--- config.mk ---
export PLATFORM = sky130hd
export DESIGN_NAME = prbs_demodulator_flat
export DESIGN_NICKNAME = d
export VERILOG_FILES = /design/src/rtl/prbs_demodulator_if.sv /design/src/rtl/prbs_demodulator.sv /design/src/flat_wrapper.sv
export SDC_FILE = /design/constraint.sdc
export NUM_CORES = 1
export LEC_CHECK = 0
export ABC_AREA = 1
export ABC_CLOCK_PERIOD_IN_PS = 3500
export CELL_PAD_IN_SITES_DETAIL_PLACEMENT = 1
export CELL_PAD_IN_SITES_GLOBAL_PLACEMENT = 2
export CORE_ASPECT_RATIO = 0.9
export CORE_MARGIN = 8
export CORE_UTILIZATION = 27
export CTS_CLUSTER_DIAMETER = 200
export DETAILED_ROUTE_END_ITERATION = 16
export PLACE_DENSITY_LB_ADDON = 0.25
export SETUP_SLACK_MARGIN = 0.2
export SLEW_MARGIN = 10
export SYNTH_ARGS = -nofsm -noshare
export SYNTH_HDL_FRONTEND = slang
export SYNTH_SLANG_ARGS = --single-unit
--- constraint.sdc ---
create_clock -name dac_clk -period 3.5 [get_ports dac_clk]
set_clock_uncertainty 0.15 [all_clocks]
set_input_delay 0.35 -clock dac_clk [delete_from_list [all_inputs] [get_ports dac_clk]]
set_output_delay 0.35 -clock dac_clk [all_outputs]
set_load 0.005 [all_outputs]
--- src/rtl/prbs_demodulator_if.sv ---
// Sample/config inputs and lock/BER status outputs of the PRBS demodulator.
// master = sample/config source, slave = demodulator.
interface prbs_demodulator_if;
    logic [15:0] sample_in;
    logic        sample_valid;
    logic [15:0] dc_offset_config;
    logic [15:0] samples_per_bit;
    logic [1:0]  prbs_sel;
    logic        clear_counts;
    logic        recovered_bit;
    logic        bit_strobe;
    logic        locked;
    logic        lock_lost;
    logic [31:0] bit_count;
    logic [31:0] err_count;

    modport master (
        output sample_in, sample_valid, dc_offset_config, samples_per_bit, prbs_sel, clear_counts,
        input  recovered_bit, bit_strobe, locked, lock_lost, bit_count, err_count
    );

    modport slave (
        input  sample_in, sample_valid, dc_offset_config, samples_per_bit, prbs_sel, clear_counts,
        output recovered_bit, bit_strobe, locked, lock_lost, bit_count, err_count
    );
endinterface

--- src/rtl/prbs_demodulator.sv ---
// PRBS receive checker: slices samples, recovers bit timing from data edges,
// synchronises a local PRBS7/15/31 reference and counts bit errors while locked.
module prbs_demodulator #(
    parameter int LOCK_GOOD_BITS = 64,
    parameter int ERR_WINDOW     = 256,
    parameter int ERR_LIMIT      = 8
) (
    input  logic              dac_clk,
    input  logic              reset,
    prbs_demodulator_if.slave bus
);
    localparam int GW = $clog2(LOCK_GOOD_BITS + 1);
    localparam int WW = $clog2(ERR_WINDOW + 1);
    localparam int EW = $clog2(ERR_LIMIT + 1);
    localparam logic [GW-1:0] GOOD_LAST = GW'(LOCK_GOOD_BITS - 1);
    localparam logic [WW-1:0] WIN_LAST  = WW'(ERR_WINDOW - 1);
    localparam logic [EW-1:0] ERR_LIM   = EW'(ERR_LIMIT);

    typedef enum logic [1:0] {SEED, CHECK, LOCKED} state_t;

    function automatic logic [31:0] sat_inc(input logic [31:0] v);
        return (v == 32'hFFFF_FFFF) ? v : v + 32'd1;
    endfunction

    logic [15:0] threshold;
    logic        sliced_q, sliced_d;
    logic        vld1_q, vld1_d;
    logic        prev_sliced_q, prev_sliced_d;
    logic [15:0] phase_q, phase_d;
    logic        bit_strobe_q, bit_strobe_d;
    logic        recovered_bit_q, recovered_bit_d;
    state_t      state_q, state_d;
    logic [30:0] lfsr_q, lfsr_d;
    logic [4:0]  seed_cnt_q, seed_cnt_d;
    logic [GW-1:0] good_cnt_q, good_cnt_d;
    logic [WW-1:0] win_cnt_q, win_cnt_d;
    logic [EW-1:0] win_err_q, win_err_d;
    logic [31:0] bit_count_q, bit_count_d;
    logic [31:0] err_count_q, err_count_d;
    logic        lock_lost_q, lock_lost_d;
    logic [1:0]  prbs_sel_q, prbs_sel_d;

    logic [4:0]    seed_last;
    logic [4:0]    tap_a;
    logic [4:0]    tap_b;
    logic          expected;
    logic          mismatch;
    logic          loss;
    logic [EW-1:0] win_err_inc;

    assign threshold = 16'h8000 + bus.dc_offset_config;

    // Stage 1: slicer
    always_comb begin
        sliced_d = sliced_q;
        vld1_d   = bus.sample_valid;
        if (bus.sample_valid) begin
            sliced_d = (bus.sample_in >= threshold);
        end
    end

    // Stage 2: edge-aligned phase counter and bit strobe
    always_comb begin
        prev_sliced_d   = prev_sliced_q;
        phase_d         = phase_q;
        bit_strobe_d    = 1'b0;
        recovered_bit_d = recovered_bit_q;
        if (vld1_q) begin
            prev_sliced_d = sliced_q;
            if (bus.samples_per_bit < 16'd2) begin
                phase_d         = 16'd0;
                bit_strobe_d    = 1'b1;
                recovered_bit_d = sliced_q;
            end else begin
                if (sliced_q != prev_sliced_q) begin
                    phase_d = 16'd0;
                end else if (phase_q >= bus.samples_per_bit - 16'd1) begin
                    // >= also recovers cleanly if samples_per_bit shrinks mid-count
                    phase_d = 16'd0;
                end else begin
                    phase_d = phase_q + 16'd1;
                end
                if (phase_d == (bus.samples_per_bit >> 1)) begin
                    bit_strobe_d    = 1'b1;
                    recovered_bit_d = sliced_q;
                end
            end
        end
    end

    always_comb begin
        case (bus.prbs_sel)
            2'd0: begin seed_last = 5'd6;  tap_a = 5'd6;  tap_b = 5'd5;  end
            2'd1: begin seed_last = 5'd14; tap_a = 5'd14; tap_b = 5'd13; end
            default: begin seed_last = 5'd30; tap_a = 5'd30; tap_b = 5'd27; end
        endcase
        expected    = lfsr_q[tap_a] ^ lfsr_q[tap_b];
        mismatch    = recovered_bit_q ^ expected;
        win_err_inc = win_err_q + EW'(mismatch);
    end

    // Stage 3: reference LFSR, lock FSM and error counters
    always_comb begin
        state_d     = state_q;
        lfsr_d      = lfsr_q;
        seed_cnt_d  = seed_cnt_q;
        good_cnt_d  = good_cnt_q;
        win_cnt_d   = win_cnt_q;
        win_err_d   = win_err_q;
        bit_count_d = bit_count_q;
        err_count_d = err_count_q;
        loss        = 1'b0;
        prbs_sel_d  = bus.prbs_sel;

        if (bus.prbs_sel != prbs_sel_q) begin
            state_d    = SEED;
            seed_cnt_d = 5'd0;
        end else if (bit_strobe_q) begin
            case (state_q)
                SEED: begin
                    lfsr_d = {lfsr_q[29:0], recovered_bit_q};
                    if (seed_cnt_q >= seed_last) begin
                        state_d    = CHECK;
                        seed_cnt_d = 5'd0;
                        good_cnt_d = '0;
                    end else begin
                        seed_cnt_d = seed_cnt_q + 5'd1;
                    end
                end
                CHECK: begin
                    lfsr_d = {lfsr_q[29:0], recovered_bit_q};
                    if (mismatch) begin
                        state_d    = SEED;
                        seed_cnt_d = 5'd0;
                    end else if (good_cnt_q == GOOD_LAST) begin
                        state_d   = LOCKED;
                        win_cnt_d = '0;
                        win_err_d = '0;
                    end else begin
                        good_cnt_d = good_cnt_q + GW'(1);
                    end
                end
                LOCKED: begin
                    // Track the reference, not the line, so a single line error costs one count
                    lfsr_d      = {lfsr_q[29:0], expected};
                    bit_count_d = sat_inc(bit_count_q);
                    if (mismatch) begin
                        err_count_d = sat_inc(err_count_q);
                    end
                    if (win_cnt_q == WIN_LAST) begin
                        win_cnt_d = '0;
                        win_err_d = '0;
                    end else begin
                        win_cnt_d = win_cnt_q + WW'(1);
                        win_err_d = win_err_inc;
                    end
                    if (win_err_inc == ERR_LIM) begin
                        state_d    = SEED;
                        seed_cnt_d = 5'd0;
                        loss       = 1'b1;
                    end
                end
                default: begin
                    state_d    = SEED;
                    seed_cnt_d = 5'd0;
                end
            endcase
        end

        if (bus.clear_counts) begin
            bit_count_d = 32'd0;
            err_count_d = 32'd0;
        end
        lock_lost_d = (lock_lost_q & ~bus.clear_counts) | loss;
    end

    always_ff @(posedge dac_clk) begin
        if (reset) begin
            sliced_q        <= 1'b0;
            vld1_q          <= 1'b0;
            prev_sliced_q   <= 1'b0;
            phase_q         <= 16'd0;
            bit_strobe_q    <= 1'b0;
            recovered_bit_q <= 1'b0;
            state_q         <= SEED;
            lfsr_q          <= 31'd0;
            seed_cnt_q      <= 5'd0;
            good_cnt_q      <= '0;
            win_cnt_q       <= '0;
            win_err_q       <= '0;
            bit_count_q     <= 32'd0;
            err_count_q     <= 32'd0;
            lock_lost_q     <= 1'b0;
            prbs_sel_q      <= bus.prbs_sel;
        end else begin
            sliced_q        <= sliced_d;
            vld1_q          <= vld1_d;
            prev_sliced_q   <= prev_sliced_d;
            phase_q         <= phase_d;
            bit_strobe_q    <= bit_strobe_d;
            recovered_bit_q <= recovered_bit_d;
            state_q         <= state_d;
            lfsr_q          <= lfsr_d;
            seed_cnt_q      <= seed_cnt_d;
            good_cnt_q      <= good_cnt_d;
            win_cnt_q       <= win_cnt_d;
            win_err_q       <= win_err_d;
            bit_count_q     <= bit_count_d;
            err_count_q     <= err_count_d;
            lock_lost_q     <= lock_lost_d;
            prbs_sel_q      <= prbs_sel_d;
        end
    end

    assign bus.recovered_bit = recovered_bit_q;
    assign bus.bit_strobe    = bit_strobe_q;
    assign bus.locked        = (state_q == LOCKED);
    assign bus.lock_lost     = lock_lost_q;
    assign bus.bit_count     = bit_count_q;
    assign bus.err_count     = err_count_q;
endmodule

--- src/flat_wrapper.sv ---
// flat-port wrapper written by rule: the top's interface ports become plain ports
module prbs_demodulator_flat 
#(
    parameter int LOCK_GOOD_BITS = 64,
    parameter int ERR_WINDOW     = 256,
    parameter int ERR_LIMIT      = 8
)
  (dac_clk, reset, bus_sample_in, bus_sample_valid, bus_dc_offset_config, bus_samples_per_bit, bus_prbs_sel, bus_clear_counts, bus_recovered_bit, bus_bit_strobe, bus_locked, bus_lock_lost, bus_bit_count, bus_err_count);
  prbs_demodulator_if bus_i ();
  input  logic dac_clk;
  input  logic reset;
  input wire logic [$bits(bus_i.sample_in)-1:0] bus_sample_in;
  input wire logic [$bits(bus_i.sample_valid)-1:0] bus_sample_valid;
  input wire logic [$bits(bus_i.dc_offset_config)-1:0] bus_dc_offset_config;
  input wire logic [$bits(bus_i.samples_per_bit)-1:0] bus_samples_per_bit;
  input wire logic [$bits(bus_i.prbs_sel)-1:0] bus_prbs_sel;
  input wire logic [$bits(bus_i.clear_counts)-1:0] bus_clear_counts;
  output wire logic [$bits(bus_i.recovered_bit)-1:0] bus_recovered_bit;
  output wire logic [$bits(bus_i.bit_strobe)-1:0] bus_bit_strobe;
  output wire logic [$bits(bus_i.locked)-1:0] bus_locked;
  output wire logic [$bits(bus_i.lock_lost)-1:0] bus_lock_lost;
  output wire logic [$bits(bus_i.bit_count)-1:0] bus_bit_count;
  output wire logic [$bits(bus_i.err_count)-1:0] bus_err_count;
  assign bus_i.sample_in = bus_sample_in;
  assign bus_i.sample_valid = bus_sample_valid;
  assign bus_i.dc_offset_config = bus_dc_offset_config;
  assign bus_i.samples_per_bit = bus_samples_per_bit;
  assign bus_i.prbs_sel = bus_prbs_sel;
  assign bus_i.clear_counts = bus_clear_counts;
  assign bus_recovered_bit = bus_i.recovered_bit;
  assign bus_bit_strobe = bus_i.bit_strobe;
  assign bus_locked = bus_i.locked;
  assign bus_lock_lost = bus_i.lock_lost;
  assign bus_bit_count = bus_i.bit_count;
  assign bus_err_count = bus_i.err_count;
  prbs_demodulator #(.LOCK_GOOD_BITS(LOCK_GOOD_BITS), .ERR_WINDOW(ERR_WINDOW), .ERR_LIMIT(ERR_LIMIT)) u_core (.dac_clk(dac_clk), .reset(reset), .bus(bus_i));
endmodule
==> results of run 1 <==
[logic make-up (layout without fill, tap and decap cells)]
group | Yosys count | after routing | share of synthesized area
compound gates | 196 | 196 | 0.1236
fa+ha+maj | 48 | 48 | 0.06806
xor+xnor | 53 | 53 | 0.05260
flops | 146 | 146 | 0.3312
buf+inv | 211 | 421 | 0.09344
simple gates | 681 | 681 | 0.3311
[worst register-to-register path, stage by stage, from the launching register on]
cell      delay, ps
dfxtp_1         360
nand3b_1        110
o221ai_1        120
xnor2_1         260
xor2_1          280
ha_2            250
ha_1            260
nor4_2          290
buf_4           160
nor2_1           40
nor2_1          160
nand2_2         120
o21ai_1         190
inv_1            80
o21ai_0          80
a21oi_1          50
[power groups by stage]
stage | Clock [mW] | Combinational [mW] | Sequential [mW]
after global placement | 0 | 0.327 | 1.71
after global routing | 1.91 | 0.412 | 1.67
after CTS | 1.83 | 0.340 | 1.67
after floorplan | 0 | 0.156 | 1.71
after detailed placement | 0 | 0.331 | 1.71
final | 1.77 | 0.368 | 1.67
[registers in the layout, indices dropped and copies added, names as in the netlist]
signal	cells
u_core.bus.bit_count	32
u_core.bus.bit_strobe	1
u_core.bus.err_count	32
u_core.bus.lock_lost	1
u_core.bus.recovered_bit	1
u_core.good_cnt_q	7
u_core.lfsr_q	31
u_core.phase_q	16
u_core.prbs_sel_q	2
u_core.prev_sliced_q	1
u_core.seed_cnt_q	5
u_core.sliced_q	1
u_core.state_q	2
u_core.vld1_q	1
u_core.win_cnt_q	9
u_core.win_err_q	4
[cell type report]
type | count | area [um2]
repair buffers | 212 | 1917
well taps | 416 | 520.5
inverters | 177 | 669.4
multi-input cells | 978 | 5350
clock buffers | 21 | 450.4
clock inverters | 11 | 106.4
fillers | 4016 | 20100
flip-flops and latches | 146 | 2923
[final timing paths]
kind	endpoint	slack, ps	cells after the start
setup / recovery	u_core.bus.recovered_bit	350	25
hold reg to reg	u_core.win_cnt_q[8]	310	2
setup reg to reg	u_core.seed_cnt_q[2]	440	15
hold / removal	u_core.prbs_sel_q[1]	80	2
[per-stage QoR]
stage                 util  worst slack, ps
floorplan                -            251.2
global placement    0.3416           -414.0
detailed placement  0.3416           -440.6
CTS                 0.3625            203.4
global route        0.3726            68.87
finish              0.3726            347.9
[synthesized netlist by cell type (3+ instances only)]
cell type,count,share of area
o21a_1,3,0.0026
dfxtp_1,146,0.33
ha_1,48,0.068
buf_1,3,0.0013
nor2_1,207,0.088
a211oi_1,4,0.0034
inv_1,171,0.073
buf_2,5,0.0028
xnor2_1,16,0.016
or2_2,3,0.0021
nand3_1,63,0.036
nand3b_1,4,0.0034
nor4_1,9,0.0064
o21bai_1,3,0.0026
clkbuf_1,21,0.0089
nand2_2,4,0.0028
xor2_1,37,0.037
inv_2,5,0.0021
o21ai_0,71,0.040
a21oi_1,88,0.050
and3_1,3,0.0021
nand4_1,34,0.024
buf_4,3,0.0026
nand2_1,297,0.13
a31oi_1,3,0.0021
nor3_1,44,0.025
nor2_2,4,0.0028
o21ai_1,3,0.0017
a32oi_1,8,0.0079
[timing repair]
item	CTS	global route
setup endpoints to repair	2	24
pin swaps	22	43
hold endpoints to repair	0	0
setup buffers	8	11
gates resized for setup	27	74
[routing by layer]
layer	part of all wire	GRT usage	wire (um)	vias to the layer above
met5	0	0	0	-
met4	0.010	0.03513	299	0
met3	0.034	0.02602	1003	25
met2	0.47	0.2526	13890	91
met1	0.49	0.2055	14670	4396
li1	-	-	-	4727
==> results.json, run 1 <==
{
  "slew-limit-headroom": 0.1927,
  "cts_buffer_depth": 2,
  "end_kind": "flop",
  "grt_pass1_wl_um": 48740,
  "sequentialPowerShare": 0.439,
  "drcViolationCount": 0,
  "grt_max_degree": 39,
  "critical-path-top-delay-family": "simple AND/OR/NAND/NOR gates",
  "gp_congestion": 0.8470,
  "tritoncts": "yes",
  "fp.dieW_um": 206.6,
  "cp.arrival_ps": 3320,
  "vias_per_cell": 4.711,
  "clockPowerShare": 0.465,
  "p_per_area_mw_per_mm2": 318.9,
  "ys_ff_latch": 146,
  "pwr-share-comb": 0.097,
  "hp-start": "bus_prbs_sel[1]",
  "cp_slowest_stage_delay_ps": 330,
  "syn_inst": 1335,
  "tightest_slew_ps": 1202,
  "insertion_delay_ps": 430,
  "crit_type": "input port to flop",
  "layout_commonest_cell": "nand2_1",
  "finalWirelength_um": 29860,
  "layout-drive-gt1-share": 0.1333,
  "core_area_mm2": 0.03204,
  "crit_top_cell": "nand2_1",
  "cap_violations": 0,
  "hp-class": "input port to flop",
  "path_buf_inv": 5,
  "p_switching_mw": 0.9656,
  "mappedNetlistNets": 1437,
  "intPower_mw": 2.841,
  "grt_overflow": 0,
  "synthArstFlopShare": 0,
  "fmax_ghz": 0.3172,
  "cts_made_buffers": 17,
  "drt_iter0_markers": 377,
  "final_cell_mix": "nand2_1 (284), nor2_1 (191), inv_1 (163), dfxtp_1 (146), clkdlybuf4s50_1 (108)",
  "finalSetupViolCount": 0,
  "slowest_stage": "ha_1",
  "synth_area_mm2": 0.008825,
  "worst_ep_required_time_ps": 3670,
  "grt.total_usage": 0.1533,
  "grt_pass1_vias": 9442,
  "io_pins": 122,
  "cp_max_fo": 8,
  "synth_cell_types": 49,
  "period_share": 0.9006,
  "firstDrtPassIters": 4,
  "clock_sinks": 146,
  "wire_per_inst_um": 15.23,
  "fin_area_mm2": 0.01194,
  "fin_cells": 1961,
  "rsz0062_at_grt": "true",
  "r2r_start": "u_core.lfsr_q[14]",
  "via_count": 9239,
  "finalPower_mw": 3.807,
  "synth_edf_count": 0,
  "placed_area_mm2": 0.01094,
  "num_rows": 62,
  "ys.flop_type": "dfxtp_1",
  "vdd_drop_max_mv": 0.3881,
  "cp-start-kind": "input port",
  "drv_slew": 0,
  "place_inst": 1910,
  "final-hold-violation-count": 0,
  "avgSynthCellArea_um2": 6.610,
  "grt_antenna_before_repair": 0,
  "fin_tns_setup_ps": 0,
  "die-area_mm2": 0.03873,
  "ctsHoldBuffers": 0,
  "n_antenna_cell": 0,
  "antenna_left": 0,
  "switching_share": 0.2536,
  "root_buffer": "clkbuf_16",
  "crit_start": "bus_samples_per_bit[4]",
  "dp_hpwl_um": 22810,
  "hold_ws_ps": 75.53,
  "timing.final.crit_period_ps": 3152,
  "fp.dieH_um": 187.5,
  "yosysWarnings": 0,
  "initial_core_util": 0.2754,
  "fin_nets": 1634,
  "p_leak_nw": 4.894,
  "syn_to_final_growth_pct": 35.26,
  "status": "complete, no violations",
  "seq_area_frac_synth": 0.3312,
  "cts-htree-levels": 4,
  "path_clk_slew_ps": 60,
  "numPortBuffers": 121
}
Power figures use the tool's default switching activity.
==> run 2, diff against run 1 <==
--- a/config.mk
+++ b/config.mk
@@ -5,13 +5,12 @@
 export SDC_FILE = /design/constraint.sdc
 export NUM_CORES = 1
 export LEC_CHECK = 0
-export ABC_AREA = 1
 export ABC_CLOCK_PERIOD_IN_PS = 3500
 export CELL_PAD_IN_SITES_DETAIL_PLACEMENT = 1
 export CELL_PAD_IN_SITES_GLOBAL_PLACEMENT = 2
 export CORE_ASPECT_RATIO = 0.9
 export CORE_MARGIN = 8
-export CORE_UTILIZATION = 27
+export CORE_UTILIZATION = 29
 export CTS_CLUSTER_DIAMETER = 200
 export DETAILED_ROUTE_END_ITERATION = 16
 export PLACE_DENSITY_LB_ADDON = 0.25
==> results.json, run 2 <==
{
  "p_switching_mw": 0.8967,
  "cp-start-kind": "input port",
  "cap_violations": 0,
  "crit_type": "input port to flop",
  "gp_congestion": 0.8269,
  "fin_nets": 1260,
  "numPortBuffers": 121,
  "switching_share": 0.2317,
  "firstDrtPassIters": 4,
  "r2r_slack_ps": 190,
  "sequentialPowerShare": 0.431,
  "grt_max_degree": 60,
  "period_share": 1.108,
  "synth_cell_types": 75,
  "initial_core_util": 0.2956,
  "drv_slew": 0,
  "timing.final.crit_period_ps": 3878,
  "die-area_mm2": 0.03321,
  "critical-path-top-delay-family": "compound AO/OA/AOI/OAI gates",
  "final-hold-violation-count": 0,
  "hold_ws_ps": 301.6,
  "tightest_slew_ps": 650.7,
  "clockPowerShare": 0.480,
  "cp_max_fo": 4,
  "ctsHoldBuffers": 0,
  "slowest_stage": "or4_4",
  "ys_top_cells_by_area": "dfxtp_1 (36%), xor2_1 (8.5%), ha_1 (7.5%)",
  "insertion_delay_ps": 420,
  "intPower_mw": 2.973,
  "fp.dieW_um": 191.2,
  "grt_pass1_vias": 7504,
  "crit_chain": "clkdlybuf4s50_1, inv_1, ha_1, nand2_4, buf_4, xor2_1, ha_1, and2_1, o311a_1, o31a_1, a211oi_2, buf_4, buf_6, a22oi_2, o32a_1, or4_4, nand3_2, a21oi_2",
  "cp-endpoint": "u_core.bus.recovered_bit",
  "p_leak_nw": 4.296,
  "synth_top_area_share": 0.3648,
  "yosysTopAreaCell": "dfxtp_1",
  "via_count": 7271,
  "synth_area_mm2": 0.008011,
  "cts_made_buffers": 17,
  "synth_common_cells": "dfxtp_1 (146), nor2_1 (123), nand2_1 (116)",
  "tritoncts": "yes",
  "grt_pass1_wl_um": 38010,
  "cp.arrival_ps": 4000,
  "final_cell_mix": "dfxtp_1 (146), nor2_1 (122), nand2_1 (114), clkdlybuf4s50_1 (113), buf_4 (85)",
  "layout_commonest_cell": "dfxtp_1",
  "path_buf_inv": 5,
  "antenna_left": 0,
  "end_kind": "flop",
  "path_clk_slew_ps": 60,
  "cts_buffer_depth": 2,
  "clock_sinks": 146,
  "fin_ws_ps": -377.7,
  "fmax_ghz": 0.2579,
  "status": "complete, but fails checks",
  "finalWirelength_um": 23110,
  "cts-htree-levels": 4,
  "fillCellCount": 3235,
  "avgSynthCellArea_um2": 8.328,
  "timing.rr.end": "u_core.bus.recovered_bit",
  "n_antenna_cell": 0,
  "finalSetupViolCount": 18,
  "root_buffer": "clkbuf_16",
  "synthArstFlopShare": 0,
  "cp_num_cells": 18,
  "yosysWarnings": 0,
  "dp_slack_ps": -1267,
  "vias_per_cell": 4.771,
  "crit_start": "bus_samples_per_bit[0]",
  "drt_iter0_markers": 274,
  "core_area_mm2": 0.02710,
  "hp-class": "flop to flop",
  "grt_overflow": 0,
  "rsz0062_at_grt": "true",
  "fp.dieH_um": 173.7,
  "grt.total_usage": 0.1380,
  "syn_inst": 962,
  "violations": "setup timing",
  "drcViolationCount": 0,
  "ys.flop_type": "dfxtp_1",
  "syn_to_final_growth_pct": 37.54,
  "vdd_drop_max_mv": 0.2811,
  "worst_ep_required_time_ps": 3630,
  "io_pins": 122,
  "grt_antenna_before_repair": 1,
  "r2r_start": "u_core.phase_q[6]",
  "num_rows": 57,
  "p_per_area_mw_per_mm2": 351.2,
  "r2r_cells": 12,
  "synth_edf_count": 0,
  "layout-drive-gt1-share": 0.1556,
  "mappedNetlistNets": 1064,
  "pwr-share-comb": 0.088,
  "slew-limit-headroom": 0.5662,
  "ys_ff_latch": 146,
  "wire_per_inst_um": 15.17,
  "dp_hpwl_um": 17610,
  "cp_slowest_stage_delay_ps": 550,
  "seq_area_frac_synth": 0.3648,
  "synth.most_common_cell": "dfxtp_1"
}
==> run 2: changes by cell type after synthesis, sizes merged, moves of 16 or more <==
cell	change
a21oi	-30
and3	+26
and4	+16
inv	-143
nand2	-185
nand3	-18
nor2	-88
nor3	-22
o21ai	-53
xnor2	+21
xor2	+41
==> run 2: worst reg2reg max path: cells and delay by family (launching register included) <==
family,cells,cell delay [ps]
AO/OA/AOI/OAI,6,1070
adder cells (fa/ha/maj),1,330
buffers and inverters,2,280
flip-flops,1,520
AND/OR/NAND/NOR,3,820
==> run 2: power groups by stage <==
stage	Sequential, mW	Combinational, mW	Clock (mW)
2_1_floorplan	1.71	0.140	0
3_3_place_gp	1.71	0.302	0
3_5_place_dp	1.71	0.304	0
4_1_cts	1.67	0.327	1.93
5_1_grt	1.67	0.377	2.00
6_report	1.67	0.342	1.86
==> run 2: worst min path at each step <==
stage	start	to	slack [ps]	cells after the start
2_1_floorplan	bus_prbs_sel[0]	u_core.prbs_sel_q[0]	230	0
3_3_place_gp	u_core.lfsr_q[19]	u_core.lfsr_q[20]	290	2
3_5_place_dp	u_core.lfsr_q[12]	u_core.lfsr_q[13]	300	2
4_1_cts	u_core.lfsr_q[12]	u_core.lfsr_q[13]	310	2
5_1_grt	u_core.lfsr_q[12]	u_core.lfsr_q[13]	320	2
6_report	u_core.lfsr_q[11]	u_core.lfsr_q[12]	300	2
==> run 2: stage by stage <==
stage	setup TNS [ps]	total power, mW	instance area, um2	instances	utilization
floorplan	-7018	1.846	8051	962	-
global placement	-20820	2.009	10140	1483	0.3743
detailed placement	-22390	2.011	10140	1483	0.3743
CTS	-3533	3.928	10900	1521	0.4020
global route	-6284	4.042	11020	1524	0.4066
finish	-2200	3.870	11020	1524	0.4066
==> run 2: timing repair <==
action,CTS,global route
endpoints found under the hold margin,0,0
resized for setup,38,27
pin swaps,16,21
setup buffers,7,3
endpoints found under the setup margin,25,25
==> run 2: final cells by class <==
type	instances	area, um2	share of cell area
clock inverters	10	122.6	0.01113
repair buffers	214	1938	0.1759
clock buffers	21	480.5	0.04360
inverters	34	127.6	0.01158
multi-input cells	745	4985	0.4524
well taps	354	442.9	0.04020
flip-flops and latches	146	2923	0.2652
==> run 2: cell families after synthesis <==
logic type / after synthesis / synth area share
compound gates: 134 / 0.1059
xor+xnor: 116 / 0.1287
fa+ha+maj: 49 / 0.07621
buf+inv: 71 / 0.03701
flops: 146 / 0.3648
mux: 12 / 0.01499
simple gates: 434 / 0.2724
==> run 2: metal layers <==
layer	global-route usage	share of wire	vias up
met3	0.03278	0.044	15
met2	0.2239	0.45	105
met4	0.03237	0.0087	2
met5	0	0.00035	-
li1	-	-	3707
met1	0.1815	0.49	3442
